File: src/rtl/diff_link_pkg.sv
// Shared types and helpers for the differential lane bring-up controller.
package diff_link_pkg;

  typedef enum logic [2:0] {
    ST_OFF    = 3'd0,
    ST_ENABLE = 3'd1,
    ST_SETTLE = 3'd2,
    ST_TRAIN  = 3'd3,
    ST_UP     = 3'd4,
    ST_FAIL   = 3'd5
  } state_e;

  // Bits needed for a counter that must be able to hold max_val itself.
  function automatic int cnt_width(input int max_val);
    return (max_val < 1) ? 1 : $clog2(max_val + 1);
  endfunction

endpackage

File: src/rtl/diff_lane_checker.sv
// Per-lane toggle checker: counts consecutive toggles of rx_i and flags lock
// once LOCK_COUNT of them have been seen in a row.
module diff_lane_checker
  import diff_link_pkg::*;
#(
  parameter int LOCK_COUNT = 8
) (
  input  logic clk,
  input  logic rst,
  input  logic clr_i,
  input  logic frz_i,
  input  logic rx_i,
  output logic locked_o
);

  localparam int             CW       = cnt_width(LOCK_COUNT);
  localparam logic [CW-1:0]  LOCK_MAX = CW'(LOCK_COUNT);

  logic          have_prev_q;
  logic          prev_q;
  logic [CW-1:0] cnt_q;
  logic [CW-1:0] cnt_d;
  logic          locked_q;

  // Next toggle count: saturating increment on a toggle, restart on a miss.
  always_comb begin
    // NOTE: default first so every path assigns cnt_d and no latch is inferred.
    cnt_d = cnt_q;
    if (rx_i != prev_q) begin
      if (cnt_q != LOCK_MAX) cnt_d = cnt_q + CW'(1);
    end else begin
      cnt_d = '0;
    end
  end

  // Lane state: first active cycle only captures prev, later cycles count.
  always_ff @(posedge clk) begin
    // NOTE: non-blocking assignments so every flop samples pre-edge values.
    if (rst || clr_i) begin
      have_prev_q <= 1'b0;
      prev_q      <= 1'b0;
      cnt_q       <= '0;
      locked_q    <= 1'b0;
    end else if (!frz_i) begin
      have_prev_q <= 1'b1;
      prev_q      <= rx_i;
      if (have_prev_q) begin
        cnt_q    <= cnt_d;
        locked_q <= (cnt_d == LOCK_MAX);
      end
    end
  end

  assign locked_o = locked_q;

endmodule

File: src/rtl/diff_link_ctrl.sv
// Bring-up controller for a bank of differential lanes: staggered receiver
// enables, settle wait, toggle-pattern training, then user data pass-through.
module diff_link_ctrl
  import diff_link_pkg::*;
#(
  parameter int N_LANES        = 4,
  parameter int SETTLE_CYCLES  = 16,
  parameter int LOCK_COUNT     = 8,
  parameter int TIMEOUT_CYCLES = 1024
) (
  input  logic               clk,
  input  logic               rst,
  input  logic               start,
  input  logic               retrain,
  input  logic [N_LANES-1:0] rx_data,
  input  logic [N_LANES-1:0] tx_data_in,
  output logic [N_LANES-1:0] rx_en,
  output logic [N_LANES-1:0] tx_out,
  output logic [N_LANES-1:0] lane_locked,
  output logic               link_up,
  output logic               train_fail,
  output logic [2:0]         state
);

  localparam int            SW           = cnt_width(SETTLE_CYCLES);
  localparam int            TW           = cnt_width(TIMEOUT_CYCLES);
  localparam logic [SW-1:0] SETTLE_LAST  = SW'(SETTLE_CYCLES - 1);
  localparam logic [TW-1:0] TIMEOUT_LAST = TW'(TIMEOUT_CYCLES - 1);

  state_e             state_q;
  state_e             state_d;
  logic [SW-1:0]      stag_cnt_q;
  logic [TW-1:0]      tmo_cnt_q;
  logic               tog_q;
  logic [N_LANES-1:0] rx_en_q;
  logic [N_LANES-1:0] tx_out_q;
  logic               link_up_q;
  logic               train_fail_q;
  logic [N_LANES-1:0] locked;
  logic               chk_clr;
  logic               chk_frz;

  // Next state; start=0 beats retrain, which beats lock, which beats timeout.
  always_comb begin
    state_d = state_q;
    if (!start) begin
      state_d = ST_OFF;
    end else begin
      case (state_q)
        ST_OFF:    state_d = ST_ENABLE;
        ST_ENABLE: if (stag_cnt_q == SETTLE_LAST && rx_en_q[N_LANES-1]) state_d = ST_SETTLE;
        ST_SETTLE: if (stag_cnt_q == SETTLE_LAST) state_d = ST_TRAIN;
        ST_TRAIN: begin
          if (&locked)                         state_d = ST_UP;
          else if (tmo_cnt_q == TIMEOUT_LAST)  state_d = ST_FAIL;
        end
        ST_UP:     if (retrain) state_d = ST_TRAIN;
        ST_FAIL:   state_d = ST_FAIL;
        default:   state_d = ST_OFF;
      endcase
    end
  end

  // Checkers restart on every TRAIN entry and only run while TRAIN persists,
  // so lane_locked holds its value in UP and FAIL.
  assign chk_clr = (state_d == ST_OFF) || (state_d == ST_TRAIN && state_q != ST_TRAIN);
  assign chk_frz = !(state_q == ST_TRAIN && state_d == ST_TRAIN);

  for (genvar i = 0; i < N_LANES; i++) begin : g_lane
    diff_lane_checker #(
      .LOCK_COUNT(LOCK_COUNT)
    ) u_chk (
      .clk     (clk),
      .rst     (rst),
      .clr_i   (chk_clr),
      .frz_i   (chk_frz),
      .rx_i    (rx_data[i]),
      .locked_o(locked[i])
    );
  end

  // FSM register, counters and registered outputs, all keyed on the next state.
  always_ff @(posedge clk) begin
    if (rst) begin
      state_q      <= ST_OFF;
      stag_cnt_q   <= '0;
      tmo_cnt_q    <= '0;
      tog_q        <= 1'b0;
      rx_en_q      <= '0;
      tx_out_q     <= '0;
      link_up_q    <= 1'b0;
      train_fail_q <= 1'b0;
    end else begin
      state_q      <= state_d;
      link_up_q    <= (state_d == ST_UP);
      train_fail_q <= (state_d == ST_FAIL);
      case (state_d)
        ST_OFF: begin
          rx_en_q    <= '0;
          tx_out_q   <= '0;
          stag_cnt_q <= '0;
          tmo_cnt_q  <= '0;
          tog_q      <= 1'b0;
        end
        ST_ENABLE: begin
          tx_out_q <= '0;
          if (state_q != ST_ENABLE) begin
            rx_en_q    <= N_LANES'(1);
            stag_cnt_q <= '0;
          end else if (stag_cnt_q == SETTLE_LAST) begin
            rx_en_q    <= (rx_en_q << 1) | N_LANES'(1);
            stag_cnt_q <= '0;
          end else begin
            stag_cnt_q <= stag_cnt_q + SW'(1);
          end
        end
        ST_SETTLE: begin
          tx_out_q   <= '0;
          stag_cnt_q <= (state_q != ST_SETTLE) ? '0 : stag_cnt_q + SW'(1);
        end
        ST_TRAIN: begin
          if (state_q != ST_TRAIN) begin
            tog_q     <= 1'b0;
            tx_out_q  <= '0;
            tmo_cnt_q <= '0;
          end else begin
            tog_q     <= ~tog_q;
            tx_out_q  <= {N_LANES{~tog_q}};
            tmo_cnt_q <= tmo_cnt_q + TW'(1);
          end
        end
        ST_UP:   tx_out_q <= tx_data_in;
        ST_FAIL: tx_out_q <= '0;
        default: tx_out_q <= '0;
      endcase
    end
  end

  assign rx_en       = rx_en_q;
  assign tx_out      = tx_out_q;
  assign lane_locked = locked;
  assign link_up     = link_up_q;
  assign train_fail  = train_fail_q;
  assign state       = state_q;

endmodule

File: config.mk
export PLATFORM = sky130hd
export DESIGN_NAME = diff_link_ctrl
export DESIGN_NICKNAME = d
export VERILOG_FILES = /design/src/rtl/diff_link_pkg.sv /design/src/rtl/diff_lane_checker.sv /design/src/rtl/diff_link_ctrl.sv
export SDC_FILE = /design/constraint.sdc
export NUM_CORES = 1
export LEC_CHECK = 0
export BUFFER_PORTS_ARGS = -buffer_cell sky130_fd_sc_hd__buf_2
export CAP_MARGIN = 20
export CORE_MARGIN = 5
export CORE_UTILIZATION = 50
export CTS_CLUSTER_DIAMETER = 80
export CTS_CLUSTER_SIZE = 30
export DETAILED_ROUTE_END_ITERATION = 10
export GPL_TIMING_DRIVEN = 0
export PLACE_DENSITY = 0.69
export SLEW_MARGIN = 20
export SYNTH_ARGS = -nofsm -noshare
export SYNTH_HDL_FRONTEND = slang
export SYNTH_HIERARCHICAL = 1
export SYNTH_SLANG_ARGS = --single-unit
File: constraint.sdc
create_clock -name clk -period 7.1 [get_ports clk]
set_input_delay 0.355 -clock clk [delete_from_list [all_inputs] [get_ports clk]]
set_output_delay 0.355 -clock clk [all_outputs]
set_load 0.02 [all_outputs]
==> key figures <==
Run status
  – Outcome: complete, no violations

Clock tree
  – Clock sink count: between 50 and 60
  – Num CTS Buffers: 9
  – CTS max path bufs: 2
  – Root Buffer: clkbuf_8
  – Post-cts sizing count: 0
  – Clock Latency Late Sink: 0.33 ns
  – Clk slew on worst S/H paths: 0.07 ns
  – Post-CTS Setup Bufs: 0
  – Post-CTS Hold Buffers: 0
  – CTS tree: built
  – Htree depth: 3

Timing
  – Hold violation count in the final report: 0
  – TNS Setup: 0 ns
  – Finish-stage setup viols: 0
  – Fmax: between 0.3 and 0.4 GHz
  – RSZ-0062 raised after global routing: no
  – Setup Skew: 0.00877 ns
  – Worst-Margin Slew: 0.698 ns
  – Max-slew violation count: 0
  – Final worst path period share: a little over two fifths
  – Worst rel slew slack: between 50% and 60%
  – Fin crit period: a little over 3 ns

Worst hold path
  – Hold crit path type: input port to flop
  – Hold path endpoint: tx_out[2]
  – Worst hold path depth: 2
  – Worst Hold Launch: tx_data_in[2]

Routing
  – Routed vias/inst: about 5.5
  – DRC: 0
  – Via count: 2668
  – Wire length per cell: approximately 13 µm
  – Initial DRT Pass Iterations: 4
  – WL final: between 6000 and 7000 µm
  – Initial DRC Count: 91
  – ANT nets after route: 0

Finish
  – Final-layout fill cell count: between 500 and 600
  – Post-Layout Cell Count: about 500
  – Most frequent cells in the layout: dfxtp_1 (58), nor2_1 (42), buf_2 (38)
  – Layout cells sized above 1: between 10% and 20%
  – Most common cell after layout, fill and taps aside: dfxtp_1
  – Nets: ~430
  – Ant. Diodes: 0
  – Synth-to-Final Area Change: 13.7%
  – Fin area: between 3000 and 4000 µm²

Synthesis
  – Seq/Total Area, Yosys: between 30% and 40%
  – #FFs+latches synth: slightly below 60
  – Post-synth top area cell: dfxtp_1
  – Post-synthesis cell area: roughly 3200 µm²
  – Netlist cell types: between 50 and 60
  – Avg Cell Area, Syn: about 8.7 µm²
  – Cell count after synthesis: approximately 370
  – Top cells by area, synth: dfxtp_1 (36%), nor2_1 (4.9%), ha_1 (4.7%), a21oi_1 (3.9%), nand2_1 (3.0%)
  – Post-synth EDFFs: 0
  – Post-synth ARST share: 0%
  – Syn. warnings: 6
  – Yosys top cell area share: 36.3%
  – Top_reg_cell synth: dfxtp_1
  – Syn Nets: between 300 and 400

Global route
  – Met2 usage: between 20% and 30%
  – Number of global-route vias before repair: 2617
  – First-pass GRT wire length: 11500 µm
  – Grt peak-use layer: met2
  – Initial antenna violation count: 0
  – GRT Total Usage: between 15 and 20%
  – Grt met1 use: 20.9%
  – Congestion Overflow GR: 0
  – Largest net degree at the start of global routing: 22
  – GR Util met3: under 10%

Flow run
  – Number of max-cap violations: 0

Critical path
  – Critical path arrival: ~3.4 ns
  – CP Launch Type: flop
  – Crit path capture type: flop
  – Largest fanout on the critical path: 10
  – Setup CP Type: flop to flop
  – Critical R2R Launch: stag_cnt_q[0]
  – Crit path required time: between 7 and 8 ns
  – Terminus of the critical flop-to-flop path: g_lane[3].u_chk/cnt_q[0]
  – R2R depth: 14
  – Reg2reg setup slack: just over 4 ns

Die
  – Die ar.: ~8100 µm²
  – Die X: around 90 µm
  – Core Region: roughly 6300 µm²
  – Num rows: 29
  – Die height: ~90 µm
  – Starting density of the core: between 50% and 60%
  – Number of top-level pins: 29

Power and ir drop
  – Worst IR drop on VDD: around 110 µV
  – Cell Pwr Density: about 180 nW/µm²
  – LEAKAGE: roughly 1.6 nW

Placed design
  – Gp weighted congestion: 0.850
  – Port buffer count: 28
  – HPWL Detailed: between 4000 and 5000 µm
  – Area post-placement: ~3400 µm²
  – DP Cell Count: between 400 and 500
==> registers in the layout, summed over array words and instances (netlist names), 3 cells and up <==
name and count:
stag_cnt_q 5, tx_out 4, g_lane.u_chk/locked_o 4, g_lane.u_chk/have_prev_q 4, tmo_cnt_q 11, g_lane.u_chk/prev_q 4
rx_en 4, state 3, g_lane.u_chk/cnt_q 16
==> synthesized netlist by cell type, types with 4 or more instances <==
cell and number:
xor2_2 4, nand3_1 13, nor3b_1 5, nand2_1 26, ha_1 12, a2bb2oi_1 4, nor2b_1 10, a211oi_1 6
and2b_1 4, nand3b_1 4, nor3_1 11, a21oi_1 25, nand4b_1 4, inv_1 19, or2_0 4, nand2_2 4
or3_1 7, buf_2 10, a21o_1 6, nor2_1 42, a32o_1 4, nand3b_4 4, dfxtp_1 58, a211o_1 6
mux2i_1 5, o21ai_0 17, xor2_1 8, nand2b_1 5, nor4_2 4, nand4_1 4
==> per-layer routing <==
layer  share of wire (%)  up-vias
met5                   0        -
met4                 1.8        0
met3                 2.8       10
met2                  47       25
met1                  49     1250
li1                    -     1383
==> per-stage QoR <==
stage | setup WS [ns] | util [%] | hold slack (ns) | total power, mW
after floorplan | 4.43 | - | 0.435 | 0.354
after global placement | 4.10 | 54.8 | 0.445 | 0.365
after detailed placement | 4.06 | 54.8 | 0.450 | 0.366
after CTS | 4.03 | 58.0 | 0.199 | 0.682
after global routing | 3.79 | 58.0 | 0.200 | 0.703
final | 4.03 | 58.0 | 0.219 | 0.672
==> worst max-delay path: stages (launching register included) <==
cell and delay [ns]:
dfxtp_1 0.40, ha_1 0.22, and3_1 0.19, ha_1 0.21, nand4b_1 0.16, nor4b_2 0.21, a21oi_2 0.20, buf_2 0.26
a211o_1 0.14, nand2_1 0.08, or2_0 0.27, buf_2 0.16, nand3b_4 0.18, nor4_2 0.23, a211o_1 0.12
==> logic make-up after synthesis <==
family	Yosys count	synth area share, %
muxes	5	1.56
and+or+nand+nor	164	30.4
AOI/OAI and AO/OA	82	17.4
adders and majority gates	12	4.69
buffers and inverters	34	4.96
DFF	58	36.2
xor gates and xnor gates	14	4.77
==> worst max path at each step <==
stage / from / to / slack [ns] / depth (start not counted)
floorplan: stag_cnt_q[0] / g_lane[0].u_chk/cnt_q[0] / 4.43 / 14
global placement: stag_cnt_q[0] / g_lane[3].u_chk/cnt_q[0] / 4.10 / 14
detailed placement: stag_cnt_q[0] / g_lane[3].u_chk/cnt_q[0] / 4.06 / 14
CTS: stag_cnt_q[0] / g_lane[3].u_chk/cnt_q[0] / 4.03 / 14
global route: stag_cnt_q[0] / g_lane[3].u_chk/cnt_q[0] / 3.79 / 14
finish: stag_cnt_q[0] / g_lane[3].u_chk/cnt_q[0] / 4.03 / 14
==> cell type report <==
type,count,area (µm²),area share [%]
Clock inverter,2,35.0,0.962
Tap cell,77,96.3,2.64
Sequential cell,58,1160,31.9
Timing Repair Buffer,28,140,3.85
Inverter,19,71.3,1.96
Clock buffer,13,169,4.64
Buffer,15,87.6,2.40
Multi-Input combinational cell,277,1880,51.7
==> report_power, final <==
group          total (mW)  switching, mW  internal, mW
Sequential          0.327       0.000893         0.326
Combinational      0.0312         0.0202        0.0110
Clock               0.314          0.125         0.189
(Power assumes the default switching activity.)
